$ cat src/rtl/count_core_pkg.sv
// ----------------------------------------------------------------------------
// count_core_pkg
// Shared definitions for one 8253 counter channel's count engine.
//   mode_e   : the six 8253 counting modes MODE0..MODE5
//   state_e  : sequencing states IDLE / WAIT_N / LOAD / RUN
//   mapMode  : folds the raw 3-bit mode field onto mode_e (6 -> 2, 7 -> 3)
// ----------------------------------------------------------------------------
package count_core_pkg;

  typedef enum logic [2:0] {
    MODE0 = 3'd0,
    MODE1 = 3'd1,
    MODE2 = 3'd2,
    MODE3 = 3'd3,
    MODE4 = 3'd4,
    MODE5 = 3'd5
  } mode_e;

  typedef enum logic [1:0] {
    IDLE   = 2'd0,
    WAIT_N = 2'd1,
    LOAD   = 2'd2,
    RUN    = 2'd3
  } state_e;

  // The 8253 leaves codes 6 and 7 as don't-care aliases of the rate
  // generator and the square-wave generator.
  function automatic mode_e mapMode(input logic [2:0] raw);
    mode_e m;
    case (raw)
      3'd0:    m = MODE0;
      3'd1:    m = MODE1;
      3'd2:    m = MODE2;
      3'd3:    m = MODE3;
      3'd4:    m = MODE4;
      3'd5:    m = MODE5;
      3'd6:    m = MODE2;
      default: m = MODE3;
    endcase
    return m;
  endfunction

endpackage

$ cat src/rtl/count_core_gate_edge.sv
// ----------------------------------------------------------------------------
// gate_edge
// Rising-edge detector for the (already synchronised) GATE pin.
//   i_clk        : system clock
//   i_rst        : synchronous reset, active-high
//   i_gate       : GATE level
//   o_gate_rise  : high in the cycle where GATE is 1 and was 0 one clock earlier
// ----------------------------------------------------------------------------
module gate_edge (
  input  logic i_clk,
  input  logic i_rst,
  input  logic i_gate,
  output logic o_gate_rise
);

  logic r_gateQ;

  // Keep last cycle's GATE level so a 0 -> 1 transition can be spotted.
  // Sampled every clock, independent of the count strobe.
  always_ff @(posedge i_clk) begin
    if (i_rst) begin
      r_gateQ <= 1'b0;
    end else begin
      r_gateQ <= i_gate;
    end
  end

  assign o_gate_rise = i_gate & ~r_gateQ;

endmodule

$ cat src/rtl/count_core.sv
// ----------------------------------------------------------------------------
// count_core
// Count engine of one 8253 counter channel: mode register, WIDTH-bit down
// counter, gate trigger latch and the per-mode sequencing that produces the
// flag set consumed by the channel's output generator (OUT = f(flags)).
//   i_clk      : system clock
//   i_rst      : synchronous reset, active-high, beats every strobe
//   i_ce       : count strobe, one pulse per 8253 CLK falling edge
//   i_gate     : GATE pin, already synchronised
//   i_mode_wr  : strobe, write i_mode_in
//   i_mode_in  : mode 0..5 (6 -> 2, 7 -> 3)
//   i_cnt_wr   : strobe, write initial count i_cnt_in
//   i_cnt_in   : initial count N (0 means 2**WIDTH)
//   o_valid    : a mode has been programmed
//   o_p1       : square-wave mode, OUT follows o_ch
//   o_p2       : rate-generator mode, OUT follows o_c1
//   o_os       : one-shot family (modes 0,1,4,5)
//   o_osa      : count written since the last mode write
//   o_c1       : output level for modes 0,1,2,4,5
//   o_ch       : square-wave phase, 1 = high half
//   o_count    : live counter value
// ----------------------------------------------------------------------------
module count_core
  import count_core_pkg::*;
#(
  parameter int WIDTH = 16
) (
  input  logic             i_clk,
  input  logic             i_rst,
  input  logic             i_ce,
  input  logic             i_gate,
  input  logic             i_mode_wr,
  input  logic [2:0]       i_mode_in,
  input  logic             i_cnt_wr,
  input  logic [WIDTH-1:0] i_cnt_in,
  output logic             o_valid,
  output logic             o_p1,
  output logic             o_p2,
  output logic             o_os,
  output logic             o_osa,
  output logic             o_c1,
  output logic             o_ch,
  output logic [WIDTH-1:0] o_count
);

  state_e           r_state;
  mode_e            r_mode;
  logic [WIDTH-1:0] r_n;
  logic [WIDTH-1:0] r_count;
  logic             r_valid;
  logic             r_osa;
  logic             r_c1;
  logic             r_ch;
  logic             r_trig;

  logic             w_gateRise;
  mode_e            w_newMode;
  logic             w_isPeriodic;
  logic             w_isTrigMode;
  logic [WIDTH:0]   w_nFull;
  logic [WIDTH:0]   w_nPeriodic;
  logic [WIDTH:0]   w_half;
  logic [WIDTH:0]   w_cntFull;
  logic [WIDTH:0]   w_cntNextFull;
  logic [WIDTH-1:0] w_cntDec;
  logic [WIDTH-1:0] w_loadVal;

  gate_edge u_gateEdge (
    .i_clk       (i_clk),
    .i_rst       (i_rst),
    .i_gate      (i_gate),
    .o_gate_rise (w_gateRise)
  );

  // Derived quantities used by the sequencer. Counts are widened by one bit
  // so that a stored 0 can stand for 2**WIDTH in the square-wave half-period
  // arithmetic. Periodic modes cannot run with N=1, so it is stretched to 2.
  always_comb begin
    w_newMode     = mapMode(i_mode_in);
    w_isPeriodic  = (r_mode == MODE2) || (r_mode == MODE3);
    w_isTrigMode  = (r_mode == MODE1) || (r_mode == MODE5);
    w_nFull       = (r_n == '0) ? {1'b1, {WIDTH{1'b0}}} : {1'b0, r_n};
    w_nPeriodic   = (w_nFull == (WIDTH+1)'(1)) ? (WIDTH+1)'(2) : w_nFull;
    w_half        = w_nPeriodic >> 1;
    w_cntFull     = (r_count == '0) ? {1'b1, {WIDTH{1'b0}}} : {1'b0, r_count};
    w_cntNextFull = w_cntFull - (WIDTH+1)'(1);
    w_cntDec      = r_count - WIDTH'(1);
    w_loadVal     = w_isPeriodic ? w_nPeriodic[WIDTH-1:0] : r_n;
  end

  // Main sequencer: mode register, stored N, counter, flags and the gate
  // trigger latch all live here. A mode write always wins over the state
  // machine and aborts whatever was running; a count write in the same cycle
  // is then taken under the new mode. A count write never lets a ce in the
  // same cycle load it, so the first load always lands on a later ce.
  // The trigger latch is only consumed on a ce where it was already set,
  // which pushes a gate edge coincident with ce to the following ce.
  always_ff @(posedge i_clk) begin
    if (i_rst) begin
      r_state <= IDLE;
      r_mode  <= MODE0;
      r_n     <= '0;
      r_count <= '0;
      r_valid <= 1'b0;
      r_osa   <= 1'b0;
      r_c1    <= 1'b0;
      r_ch    <= 1'b0;
      r_trig  <= 1'b0;
    end else begin
      if (i_mode_wr) begin
        r_mode  <= w_newMode;
        r_valid <= 1'b1;
        r_osa   <= 1'b0;
        r_state <= WAIT_N;
        r_c1    <= (w_newMode != MODE0);
        r_ch    <= 1'b1;
        r_trig  <= 1'b0;
        if (i_cnt_wr) begin
          r_n     <= i_cnt_in;
          r_osa   <= 1'b1;
          r_state <= LOAD;
          if (w_newMode == MODE0) begin
            r_c1 <= 1'b0;
          end
        end
      end else begin
        case (r_state)
          IDLE: begin
          end

          WAIT_N: begin
            if (i_cnt_wr) begin
              r_n     <= i_cnt_in;
              r_osa   <= 1'b1;
              r_state <= LOAD;
              if (r_mode == MODE0) begin
                r_c1 <= 1'b0;
              end
            end
          end

          LOAD: begin
            if (i_cnt_wr) begin
              r_n <= i_cnt_in;
              if (r_mode == MODE0) begin
                r_c1 <= 1'b0;
              end
            end else if (i_ce && (!w_isTrigMode || r_trig)) begin
              r_count <= w_loadVal;
              r_state <= RUN;
              r_trig  <= 1'b0;
              r_ch    <= 1'b1;
              r_c1    <= (r_mode != MODE0) && (r_mode != MODE1);
            end
          end

          RUN: begin
            if (i_cnt_wr) begin
              r_n <= i_cnt_in;
            end
            if (i_cnt_wr && ((r_mode == MODE0) || (r_mode == MODE4))) begin
              r_state <= LOAD;
              if (r_mode == MODE0) begin
                r_c1 <= 1'b0;
              end
            end else begin
              case (r_mode)
                MODE0: begin
                  if (i_ce && i_gate) begin
                    r_count <= w_cntDec;
                    if (r_count == WIDTH'(1)) begin
                      r_c1 <= 1'b1;
                    end
                  end
                end

                MODE4: begin
                  if (i_ce) begin
                    if (i_gate) begin
                      r_count <= w_cntDec;
                      r_c1    <= (r_count != WIDTH'(1));
                    end else begin
                      r_c1 <= 1'b1;
                    end
                  end
                end

                MODE1, MODE5: begin
                  if (i_ce) begin
                    if (r_trig) begin
                      r_count <= r_n;
                      r_trig  <= 1'b0;
                      r_c1    <= (r_mode == MODE5);
                    end else begin
                      r_count <= w_cntDec;
                      if (r_mode == MODE1) begin
                        if (r_count == WIDTH'(1)) begin
                          r_c1 <= 1'b1;
                        end
                      end else begin
                        r_c1 <= (r_count != WIDTH'(1));
                      end
                    end
                  end
                end

                MODE2: begin
                  if (!i_gate) begin
                    r_c1 <= 1'b1;
                  end else if (i_ce) begin
                    if (r_trig || (r_count == WIDTH'(1))) begin
                      r_count <= w_nPeriodic[WIDTH-1:0];
                      r_c1    <= 1'b1;
                      r_trig  <= 1'b0;
                    end else begin
                      r_count <= w_cntDec;
                      r_c1    <= (r_count != WIDTH'(2));
                    end
                  end
                end

                MODE3: begin
                  if (!i_gate) begin
                    r_ch <= 1'b1;
                  end else if (i_ce) begin
                    if (r_trig || (r_count == WIDTH'(1))) begin
                      r_count <= w_nPeriodic[WIDTH-1:0];
                      r_ch    <= 1'b1;
                      r_trig  <= 1'b0;
                    end else begin
                      r_count <= w_cntDec;
                      r_ch    <= (w_cntNextFull > w_half);
                    end
                  end
                end

                default: begin
                end
              endcase
            end
          end

          default: begin
            r_state <= IDLE;
          end
        endcase
      end

      if (w_gateRise) begin
        r_trig <= 1'b1;
      end
    end
  end

  // Mode-class flags are decoded from the registered mode and qualified by
  // valid so that a freshly reset channel shows every flag low.
  assign o_valid = r_valid;
  assign o_p1    = r_valid && (r_mode == MODE3);
  assign o_p2    = r_valid && (r_mode == MODE2);
  assign o_os    = r_valid && ((r_mode == MODE0) || (r_mode == MODE1) ||
                               (r_mode == MODE4) || (r_mode == MODE5));
  assign o_osa   = r_osa;
  assign o_c1    = r_c1;
  assign o_ch    = r_ch;
  assign o_count = r_count;

endmodule

$ cat config.mk
export PLATFORM = sky130hd
export DESIGN_NAME = count_core
export DESIGN_NICKNAME = d
export VERILOG_FILES = /design/src/rtl/count_core_pkg.sv /design/src/rtl/count_core_gate_edge.sv /design/src/rtl/count_core.sv
export SDC_FILE = /design/constraint.sdc
export NUM_CORES = 1
export LEC_CHECK = 0
export ABC_AREA = 1
export CAP_MARGIN = 20
export CORE_MARGIN = 5
export CORE_UTILIZATION = 40
export DETAILED_ROUTE_END_ITERATION = 7
export SLEW_MARGIN = 20
export SYNTH_ARGS = -nofsm -noshare
export SYNTH_HDL_FRONTEND = slang
export SYNTH_SLANG_ARGS = --single-unit
export TNS_END_PERCENT = 5
$ cat constraint.sdc
create_clock -name i_clk -period 2.2 [get_ports i_clk]
set_input_delay 0.33 -clock i_clk [delete_from_list [all_inputs] [get_ports i_clk]]
set_output_delay 0.33 -clock i_clk [all_outputs]
set_load 0.005 [all_outputs]
=== Word-level counts from Yosys, hierarchy flattened ===
Cells that the tools add are included.

* Add/subtract/negate cells: 2
* Order comparisons: 1
* Equal/unequal tests: 49
* Muxes and demuxes: 72
* Bitwise operators: 3
* Reduce and logical (&&, ||, !) cells: 40

{| class="wikitable"
|+ Operators with widths
! kind !! number
|-
| $mux 16 || 15
|-
| $pmux 16 s4 || 1
|-
| $mux 17 || 3
|-
| $mux 1 || 39
|-
| $ne 3x3->1 const B || 12
|-
| $logic_not 16->1 || 2
|-
| $pmux 16 s2 || 1
|-
| $ne 5x4->1 const B || 5
|-
| $eq 17x1->1 const B || 1
|-
| $gt 17x16->1 || 1
|-
| $sub 17x1->17 const B || 1
|-
| $eq 16x1->1 const B || 1
|-
| $ne 16x1->1 const B || 1
|-
| $ne 16x2->1 const B || 1
|-
| $sub 16x1->16 const B || 1
|-
| $eq 3x3->1 const B || 5
|-
| $ne 5x5->1 const B || 3
|-
| $pmux 3 s5 || 1
|-
| $mux 2 || 6
|-
| $ne 4x3->1 const B || 3
|-
| $reduce_and 12->1 || 1
|-
| $eq 3x2->1 const B || 3
|-
| $logic_not 3->1 || 3
|-
| $reduce_and 9->1 || 1
|-
| other kinds (27) || 56
|}

* Flip-flop bits (word level): 43
* Input bits: 25
* Logic and storage cells: 177

=== Depth between registers and ports, before layout ===
Gate-level depths: netlist of the first run.

* Depth in word-level cells: 12
* Mapped depth: 17
* Depth with buffers taken out: 17

=== Cells and area by module ===
A second synthesis of the first run with hierarchy kept.

* Cells, all modules: 546
* Area, all modules: 3467.1 um^2

{| class="wikitable"
|+ Modules (own cells, without submodules)
! module !! times used !! cells each !! area an instance (um^2)
|-
| count_core || 1 || 542 || 3435.8
|-
| gate_edge || 1 || 4 || 31.3
|}

=== Least setup slack after synthesis of the first run ===
No wires, ideal clock.

* Path type: register to register
* From: register r_count[0], in the netlist o_count[0]
* To: register r_ch, in the netlist o_ch
* Setup time: 0.070 ns
* Arrival: 2.333 ns
* Path slack: -0.203 ns
* Stages on the path, launching flop included: 17
* Path buffers: 0
* Period minus slack after synthesis: 2.403 ns
* Cell sequence: dfxtp_1 inv_1 ha_1 nand2_1 nor2_4 nand2_1 nand2_1 nand3_1 nor2_1 xor2_1 ha_1 nand3_1 nor3_1 nand3b_1 nand3_1 o41ai_1 a21oi_1

* Cells in the longest elaborated chain, start to end: 11
* Elaborated cells on any way between the ends: 13
* Those cells by class: add/sub (1); order compare (1); eq/ne (1); mux (8); reduce/logical (2)

{| class="wikitable"
|+ RTL lines
! what !! line !! RTL
|-
| start, declared || count_core.sv:49 || <nowiki>logic [WIDTH-1:0] r_count;</nowiki>
|-
| start signal, assigned || count_core.sv:149 || <nowiki>r_count <= w_loadVal;</nowiki>
|-
| start signal, assigned || count_core.sv:170 || <nowiki>r_count <= w_cntDec;</nowiki>
|-
| start signal, assigned || count_core.sv:180 || <nowiki>r_count <= w_cntDec;</nowiki>
|-
| $logic_not 16->1 || count_core.sv:85 || <nowiki>w_cntFull = (r_count == '0) ? {1'b1, {WIDTH{1'b0}}} : {1'b0, r_count};</nowiki>
|-
| $mux 17 || count_core.sv:85 ||
|-
| $sub 17x1->17 || count_core.sv:86 || <nowiki>w_cntNextFull = w_cntFull - (WIDTH+1)'(1);</nowiki>
|-
| $gt 17x16->1 || count_core.sv:232 || <nowiki>r_ch <= (w_cntNextFull > w_half);</nowiki>
|-
| $mux 1 (*) || count_core.sv:226 || <nowiki>if (r_trig || (r_count == WIDTH'(1))) begin</nowiki>
|-
| $mux 1 (*) || count_core.sv:225 || <nowiki>end else if (i_ce) begin</nowiki>
|-
| $mux 1 (*) || count_core.sv:223 || <nowiki>if (!i_gate) begin</nowiki>
|-
| $mux 1 (*) || count_core.sv:167 || <nowiki>case (r_mode)</nowiki>
|-
| $mux 1 (*) || count_core.sv:161 || <nowiki>if (i_cnt_wr && ((r_mode == MODE0) || (r_mode == MODE4))) begin</nowiki>
|-
| $pmux 1 s2 (*) || count_core.sv:127 || <nowiki>case (r_state)</nowiki>
|-
| $mux 1 (*) || count_core.sv:110 || <nowiki>if (i_mode_wr) begin</nowiki>
|-
| end signal, assigned || count_core.sv:232 ||
|-
| end, declared || count_core.sv:53 || <nowiki>logic r_ch;</nowiki>
|}

Every way passes the cells marked *; elsewhere a longest branch is shown, timed or not. The select of a mux whose other input is x is not followed.
A chain may end at the register's enable or synchronous reset.

=== Final worst setup path of the first run ===
* From: register r_count[1], in the netlist o_count[1]
* To: register r_ch, in the netlist o_ch

The elaborated chain is that of the path after synthesis.

==> flow_summary.yaml, run 1 <==
cts:
  cts_buffer_depth: 2
  cts_sinks: 43
  cts_buffers: 5
  clk_latency_ns: 0.31
  htreeDepth: 2
  cts_tree: "done"
  root_buffer: "clkbuf_8"
  clk_pin_slew_ns: 0.08
flow_run:
  max-cap-violations: 0
route:
  top_layer: "met4"
  postRouteAntennaNets: 0
  met1_length_um: 5420
  vias_per_cell: 5.35
  drc: 0
  wire_per_inst_um: 16.0
  drt_wl_total_um: 12300
  drt_iter0_drc: 246
  dr.pass1.iters: 5
  vias: 4095
  dr_wl_met3_um: 967
  wl_met2_um: 5640
yosys:
  synthXorXnorAreaFrac_pct: 3.01
  synth-seq-cells: 43
  synthCells: 538
  yosysWarnings: 0
  ys_async_sr_fraction_pct: 0
  yosys-top-cells-area: "dfxtp_1 (25%), nand2_1 (11%), ha_1 (8.2%)"
  synth.area.mux_share_pct: 0
  yosysMostFrequentCell: "nand2_1"
  syn_nets: 586
  ys_top_cells_by_count: "nand2_1 (104), inv_1 (63), nor2_1 (56)"
  synth.avg_cell_area_um2: 6.50
  synthFlopType: "dfxtp_1"
  yosysSeqAreaShare_pct: 24.6
  synth-adder-area-share_pct: 8.23
  synth_top_family_by_area: "simple AND/OR/NAND/NOR gates"
  synth_top_area_cell: "dfxtp_1"
  yosysTopAreaCellShare_pct: 24.6
  syn-cell-area_um2: 3490
  yosys.area_share.simple_pct: 34.9
  ys_types: 40
  synth_edf_count: 0
  synth_compound_area_share_pct: 19.4
timing:
  period_share_pct: 107
  finalHoldViolCount: 0
  slew_headroom_pct: 52.3
  hold-worst-slack_ns: 0.421
  min_period_ns: 2.35
  rsz0062_at_grt: "true"
  setup_slack_ns: -0.147
  skew_ns: 0.0108
  maxSlewViolCount: 0
  setup_viol: 1
  worst_pin_slew_ns: 0.714
  max_freq_mhz: 426
global_routing:
  grt_pass1_vias: 3740
  grt_pass1_wl_um: 19000
  grt_max_degree: 31
  track_usage_pct: 23.2
  grt_overflow: 0
  antenna_found_initial: 0
worst_setup_path:
  crit_required_ns: 2.38
  crit_fanout: 4
  critical_path_class: "flip-flop to flip-flop"
  startpoint: "o_count[1]$_SDFFE_PP0P_"
  worstPathArrival_ns: 2.53
  reg2reg_from: "o_count[1]$_SDFFE_PP0P_"
  crit_path_end_kind: "flip-flop"
  crit_path_start_kind: "flip-flop"
layout:
  n_fill_cell: 840
  seq_area_um2: 880
  multi_input_area_um2: 2530
  stdcell_area_um2: 4980
  finalNonFillerCells: 766
  drive_above_1_share_pct: 27.8
  fin_nets: 705
  antenna-diode-count: 0
  areaGrowthSynthToFinish_pct: 42.5
die:
  core_um2: 8640
  io_pins: 48
  die_x_um: 103
  rows: 34
  start_util_pct: 40.5
  die_h_um: 103
  dieArea_um2: 10700
power:
  pwr_density_cell_nw_per_um2: 978
  p_leak_uw: 0.00225
  peakVddDrop_uv: 494
status:
  violations: "setup timing"
  status: "finished, violations left"
place:
  dpl_cell_area_um2: 4500
  pre_cts_slack_ns: -0.127
  io_buffers: 47
  dp.cells: 738
  gp_congestion: 0.973
  dpl.hpwl_um: 9270
hold_path:
  min_path_type: "flip-flop to flip-flop"
  min_from: "u_gateEdge.r_gateQ$_SDFF_PP0_"
final cells by class:
cell class	count	area share [%]
Multi-Input combinational cell	411	50.9
Sequential cell	43	17.7
Inverter	69	5.40
Clock buffer	7	1.53
Timing Repair Buffer	127	21.7
Tap cell	108	2.71
Clock inverter	1	0.101
per-stage QoR:
step	TNS [ns]	total power, uW	util (%)
3_5_place_dp	-0.127	3570	52.1
4_1_cts	-0.0392	4450	55.7
2_1_floorplan	0	2580	-
5_1_grt	-0.263	5210	57.7
6_report	-0.147	4870	57.7
3_3_place_gp	-0.0487	3530	52.1
worst max-delay path, stage by stage, from the launching register on:
cell and delay (ns):
dfxtp_4 0.39, inv_4 0.05, ha_4 0.16, buf_4 0.13, buf_4 0.12, xor2_1 0.14
buf_4 0.16, ha_4 0.27, nand2_2 0.07, nor2_2 0.10, nand4_1 0.15, o41ai_2 0.38
a21oi_1 0.11
layout by cell type (no fill, tap or decap), types with 4 or more instances in the layout:
master | synthesis | final
nand2_1 | 104 | 95
buf_4 | 1 | 77
inv_1 | 63 | 60
clkdlybuf4s50_1 | 0 | 47
a21oi_1 | 48 | 46
nor2_1 | 56 | 44
o21ai_0 | 45 | 43
nand3_1 | 40 | 36
dfxtp_1 | 43 | 36
ha_1 | 23 | 20
nand2_2 | 8 | 15
nor2_4 | 5 | 13
o21ai_1 | 10 | 12
a21oi_2 | 9 | 11
nor2_2 | 6 | 10
nand4_1 | 10 | 10
nand3_2 | 4 | 7
xor2_1 | 11 | 7
nand2_4 | 4 | 6
inv_2 | 4 | 5
clkbuf_8 | 0 | 5
xor2_2 | 0 | 4
inv_4 | 2 | 4
nand3b_1 | 4 | 4
dfxtp_4 | 0 | 4
metal layers:
metal	global-route usage (%)	vias to the layer above
met2	35.8	182
met5	0	-
li1	-	2016
met4	7.07	0
met3	3.89	21
met1	33.1	1876
where the power goes:
| group | internal, uW | total (uW) | leakage, uW | switching, uW |
|---|---|---|---|---|
| clock | 224 | 511 | 0.0000422 | 288 |
| combinational | 1560 | 3360 | 0.00185 | 1800 |
| sequential | 886 | 1000 | 0.000359 | 114 |
repair_timing:
| item | CTS | global route |
|---|---|---|
| pin swaps | 24 | 21 |
| hold endpoints to repair | 0 | 0 |
| setup endpoints to repair | 1 | 1 |
| gates resized for setup | 32 | 33 |
| buffers inserted | 17 | 3 |
| hold buffers | 0 | 0 |
| gates cloned | 0 | 0 |
path summary, 6_finish.rpt:
check | to | slack (ns) | depth (start not counted)
hold / removal | r_trig$_SDFFE_PP0P_ | 0.42 | 1
setup reg to reg | o_ch$_SDFFE_PP0P_ | -0.15 | 12
hold reg to reg | r_trig$_SDFFE_PP0P_ | 0.42 | 1
setup / recovery | o_ch$_SDFFE_PP0P_ | -0.15 | 12
registers in the layout, indices dropped and copies added (netlist names):
register / flops
o_ch: 1
o_osa: 1
o_valid: 1
o_count: 16
r_mode: 3
r_state: 2
r_trig: 1
u_gateEdge.r_gateQ: 1
o_c1: 1
r_n: 16
cell families (layout without fill, tap and decap cells):
kind of cell,Yosys count,in the layout
buf+inv,84,204
compound gates,123,123
fa+ha+maj,23,23
simple gates,253,253
xor+xnor,12,12
flops,43,43
Note: power is estimated with default switching activity, not from simulation.
==> run 2, diff against run 1 <==
- CORE_UTILIZATION: 40 -> 35
==> run 2 against run 1 <==
Effect of this change: the flow still finishes with violations (setup timing); die area grew 13%; sequential share of layout area grew 0.39 points; setup slack better by 0.052 ns; routed wire length decreased by 4.3%; sequential power is essentially flat; design area decreased by 2.8%; via count down 5.1%; first-iteration DRC count increased by 2.8%; maximum frequency rose by 2.3%; combinational power decreased by 13%; largest power group unchanged; clock skew shrank 0.0032 ns; count of clock-buffer cells in the layout shrank 1.
==> flow_summary.yaml, run 2 (synthesis results as in run 1) <==
status:
  status: "finished, violations left"
  violations: "setup timing"
layout:
  antenna-diode-count: 0
  stdcell_area_um2: 4840
  areaGrowthSynthToFinish_pct: 38.5
  n_fill_cell: 1030
  fin_nets: 690
  final_common_cell: "nand2_1"
  drive_above_1_share_pct: 24.1
  finalNonFillerCells: 776
  mostFrequentLayoutCells: "nand2_1 (99), buf_4 (64), inv_1 (61), a21oi_1 (47), clkdlybuf4s50_1 (47)"
global_routing:
  grt_pass1_wl_um: 19000
  antenna_found_initial: 0
  grt_pass1_vias: 3743
  grt_overflow: 0
  grt_max_degree: 33
  track_usage_pct: 20.2
cts:
  cts_buffer_depth: 2
  clk_pin_slew_ns: 0.09
  cts_tree: "done"
  htreeDepth: 2
  clk_latency_ns: 0.31
  cts_buffers: 5
  cts_hold_repair.buffers: 0
  root_buffer: "clkbuf_8"
  cts_sinks: 43
die:
  die_x_um: 110
  dieArea_um2: 12100
  rows: 36
  die_h_um: 110
  core_um2: 9770
  io_pins: 48
  start_util_pct: 35.8
timing:
  worst_pin_slew_ns: 0.436
  slew_headroom_pct: 70.9
  fin_setup_tns_ns: -0.0941
  period_share_pct: 104
  max_freq_mhz: 436
  skew_ns: 0.00759
  min_period_ns: 2.29
  finalHoldViolCount: 0
  setup_slack_ns: -0.0941
  rsz0062_at_grt: "true"
  maxSlewViolCount: 0
  hold-worst-slack_ns: 0.418
  setup_viol: 1
place:
  dpl_cell_area_um2: 4550
  io_buffers: 47
  dpl.hpwl_um: 9460
  dp.cells: 763
  gp_congestion: 0.933
worst_setup_path:
  r2r-end: "o_ch$_SDFFE_PP0P_"
  crit_path_start_kind: "flip-flop"
  reg2reg_from: "o_count[1]$_SDFFE_PP0P_"
  crit_required_ns: 2.39
  crit_fanout: 4
  crit_path_end_kind: "flip-flop"
  r2r_slack_ns: -0.09
  r2r_cells: 15
  critical_path_class: "flip-flop to flip-flop"
  worstPathArrival_ns: 2.48
route:
  drt_iter0_drc: 253
  postRouteAntennaNets: 0
  drt_wl_total_um: 11800
  drc: 0
  vias: 3886
  vias_per_cell: 5.01
  dr.pass1.iters: 5
  wire_per_inst_um: 15.1
power:
  p_leak_uw: 0.00219
  peakVddDrop_uv: 393
  pwr_density_cell_nw_per_um2: 942
flow_run:
  max-cap-violations: 0
hold_path:
  min_path_type: "flip-flop to flip-flop"
  hold_depth: 1
  holdPathEnd: "r_trig$_SDFFE_PP0P_"
  min_from: "u_gateEdge.r_gateQ$_SDFF_PP0_"
-- run 2: cell count changes in the layout (fill, tap and decap cells not counted), moves of 3 or more --
| cell | before | now |
|---|---|---|
| buf_4 | 77 | 64 |
| nor2_2 | 10 | 13 |
| nor2_4 | 13 | 9 |
| nand2_1 | 95 | 99 |
| nand2_2 | 15 | 12 |
| buf_6 | 3 | 0 |
-- run 2: metrics by stage --
stage	power [uW]	worst slack, ns	utilization (%)
global route	4920	-0.211	49.5
finish	4560	-0.0941	49.5
CTS	4360	-0.0510	48.4
floorplan	2580	0.00246	-
global placement	3550	-0.0374	46.5
detailed placement	3570	-0.105	46.5
-- run 2: power by group --
part / internal [uW] / leakage [uW] / switching [uW] / total (uW)
Combinational: 1280 / 0.00177 / 1630 / 2910
Sequential: 885 / 0.000358 / 102 / 987
Clock: 368 / 0.0000612 / 294 / 662
Total: 2530 / 0.00219 / 2030 / 4560
-- run 2: area by class of cell --
cell class	instances	area, um2	area share, %
Tap cell	133	166	3.44
Inverter	69	269	5.56
Timing Repair Buffer	112	971	20.1
Multi-Input combinational cell	411	2440	50.5
Sequential cell	43	873	18.1
Clock buffer	6	82.6	1.71
Clock inverter	2	35.0	0.724
-- run 2: critical path, cell delays in order (launching register included) --
cell,delay (ns)
dfxtp_4,0.39
inv_4,0.04
ha_4,0.15
nand2_4,0.09
buf_4,0.12
xor2_1,0.16
buf_4,0.16
inv_1,0.05
ha_1,0.30
a21o_1,0.17
o21bai_1,0.13
nand2_1,0.07
nand2_1,0.07
nand3_1,0.10
o41ai_2,0.07
a21oi_1,0.11
-- run 2: worst max path at each step --
| stage | slack, ns | start | depth (start not counted) | to |
|---|---|---|---|---|
| finish | -0.09 | o_count[1]$_SDFFE_PP0P_ | 15 | o_ch$_SDFFE_PP0P_ |
| CTS | -0.05 | o_count[2]$_SDFFE_PP0P_ | 14 | o_ch$_SDFFE_PP0P_ |
| global placement | -0.04 | o_count[10]$_SDFFE_PP0P_ | 15 | o_ch$_SDFFE_PP0P_ |
| detailed placement | -0.11 | o_count[2]$_SDFFE_PP0P_ | 15 | o_ch$_SDFFE_PP0P_ |
| global route | -0.21 | o_count[1]$_SDFFE_PP0P_ | 15 | o_ch$_SDFFE_PP0P_ |
| floorplan | 0.002 | o_count[0]$_SDFFE_PP0P_ | 16 | o_ch$_SDFFE_PP0P_ |
-- run 2: what timing repair did --
| action | CTS | global route |
|---|---|---|
| gates cloned | 0 | 0 |
| endpoints found under the setup margin | 1 | 1 |
| gates resized for setup | 14 | 26 |
| pin swaps | 16 | 15 |
| buffers inserted | 3 | 2 |
-- run 2: layer usage --
metal  part of all wire (%)  up-vias  GRT usage (%)
met1                     49     1766           29.7
met3                    5.3       12           2.47
li1                       -     1982              -
met5                      0        -              0
met4                    1.5        0           5.08
met2                     44      126           31.1
==> run 3, diff against run 2 <==
- PLACE_DENSITY: default -> 0.59
==> run 3 against run 2 <==
Effect of this change: the run still ends with setup timing left; non-clock buffer count grew 7; setup slack gained 0.0050 ns; global-route usage increased by 0.17 points; final cell count up 0.90%; sequential power about the same; sequential cell count did not move; die area is the same; combinational power grew 3%; sequential share of layout area down 0.11 points; total power is 1.6% higher; largest cell class unchanged.
==> flow_summary.yaml, run 3 (synthesis results as in run 1) <==
status:
  status: "finished, violations left"
  violations: "setup timing"
timing:
  slew_headroom_pct: 74.1
  skew_ns: 0.00768
  fin_setup_tns_ns: -0.0891
  maxSlewViolCount: 0
  rsz0062_at_grt: "true"
  finalHoldViolCount: 0
  max_freq_mhz: 437
  period_share_pct: 104
  worst_pin_slew_ns: 0.386
  setup_slack_ns: -0.0891
  min_period_ns: 2.29
  setup_viol: 1
global_routing:
  grt_pass1_wl_um: 19000
  grt_max_degree: 33
  grt_pass1_vias: 3702
  track_usage_pct: 20.4
  grt_overflow: 0
  antenna_found_initial: 0
worst_setup_path:
  critPathMaxStageDelay_ns: 0.38
  crit_path_start_kind: "flip-flop"
  worstPathArrival_ns: 2.53
  crit_fanout: 4
  path_cells: "inv_4 -> ha_4 -> nand2_4 -> nor2_4 -> nand2_2 -> nand2_2 -> nand3_2 -> nor2_2 -> xor2_1 -> ha_1 -> nand3_2 -> nor3_2 -> nand3b_1 -> nand3_1 -> o41ai_2 -> a21oi_1"
  crit_path_top_delay_cell: "dfxtp_4"
  critical_path_class: "flip-flop to flip-flop"
  crit_path_end_kind: "flip-flop"
  crit_required_ns: 2.44
  path_buf_inv: 1
  cp_top_family: "simple AND/OR/NAND/NOR gates"
cts:
  cts_sinks: 43
  clk_latency_ns: 0.31
  htreeDepth: 2
  cts_tree: "done"
  clk_pin_slew_ns: 0.10
  cts_buffer_depth: 2
  cts_buffers: 5
  root_buffer: "clkbuf_8"
  cts_hold_repair.buffers: 0
route:
  wire_per_inst_um: 15.5
  postRouteAntennaNets: 0
  drt_iter0_drc: 282
  vias_per_cell: 5.08
  vias: 3974
  drt_wl_total_um: 12100
  dr.pass1.iters: 5
  drc: 0
place:
  dp.cells: 764
  dpl.hpwl_um: 9430
  gp_congestion: 0.974
  io_buffers: 47
power:
  peakVddDrop_uv: 463
  p_leak_uw: 0.00221
  pwr_density_cell_nw_per_um2: 950
layout:
  fin_nets: 697
  finalNonFillerCells: 783
  final_common_cell: "nand2_1"
  drive_above_1_share_pct: 24.5
  areaGrowthSynthToFinish_pct: 39.5
  mostFrequentLayoutCells: "nand2_1 (99), buf_4 (71), inv_1 (61), nor2_1 (50)"
  antenna-diode-count: 0
die:
  dieArea_um2: 12100
  start_util_pct: 35.8
  die_x_um: 110
  core_um2: 9770
  die_h_um: 110
  io_pins: 48
  rows: 36
hold_path:
  min_path_type: "flip-flop to flip-flop"
flow_run:
  max-cap-violations: 0
## run 3: repair_timing
action / CTS / global route
setup endpoints to repair: 1 / 2
setup buffers: 9 / 2
gates cloned: 0 / 0
resized for setup: 18 / 21
pin swaps: 15 / 14
endpoints found under the hold margin: 0 / 0
## run 3: power breakdown
part	leakage [uW]	switching [uW]	internal [uW]
sequential	0.000358	99.8	885
clock	0.0000581	322	339
combinational	0.00180	1640	1340
total	0.00221	2070	2570
## run 3: path summary, 6_finish.rpt
| check | from | endpoint | slack, ns | cells past startpoint |
|---|---|---|---|---|
| min | u_gateEdge.r_gateQ$_SDFF_PP0_ | r_trig$_SDFFE_PP0P_ | 0.42 | 1 |
| min reg2reg | u_gateEdge.r_gateQ$_SDFF_PP0_ | r_trig$_SDFFE_PP0P_ | 0.42 | 1 |
| max reg2reg | o_count[1]$_SDFFE_PP0P_ | o_ch$_SDFFE_PP0P_ | -0.09 | 16 |
| max | o_count[1]$_SDFFE_PP0P_ | o_ch$_SDFFE_PP0P_ | -0.09 | 16 |
## run 3: final cells by class
type	count	area, um2
fill	996	4900
inverter	69	269
tap	133	166
sequential	43	875
clock inverter	3	43.8
multi-input combinational	411	2440
clock buffer	5	68.8
timing repair buffer	119	1010
## run 3: stage by stage
stage / hold WS, ns / setup slack (ns) / cell area [um2] / util [%] / power (uW)
6_report: 0.415 / -0.0891 / 4870 / 49.9 / 4630
5_1_grt: 0.459 / -0.225 / 4870 / 49.9 / 4990
4_1_cts: 0.425 / -0.000971 / 4780 / 48.9 / 4450
3_5_place_dp: 0.416 / -0.118 / 4540 / 46.5 / 3560
3_3_place_gp: 0.411 / -0.0459 / 4540 / 46.5 / 3530
2_1_floorplan: 0.400 / 0.00246 / 3520 / - / 2580
## run 3: routing by layer
layer | wire, um | part of all wire, % | global-route usage, %
met5 | 0 | 0 | 0
met4 | 251 | 2.1 | 4.90
met3 | 719 | 5.9 | 2.41
met1 | 5740 | 47 | 29.7
met2 | 5420 | 45 | 31.8
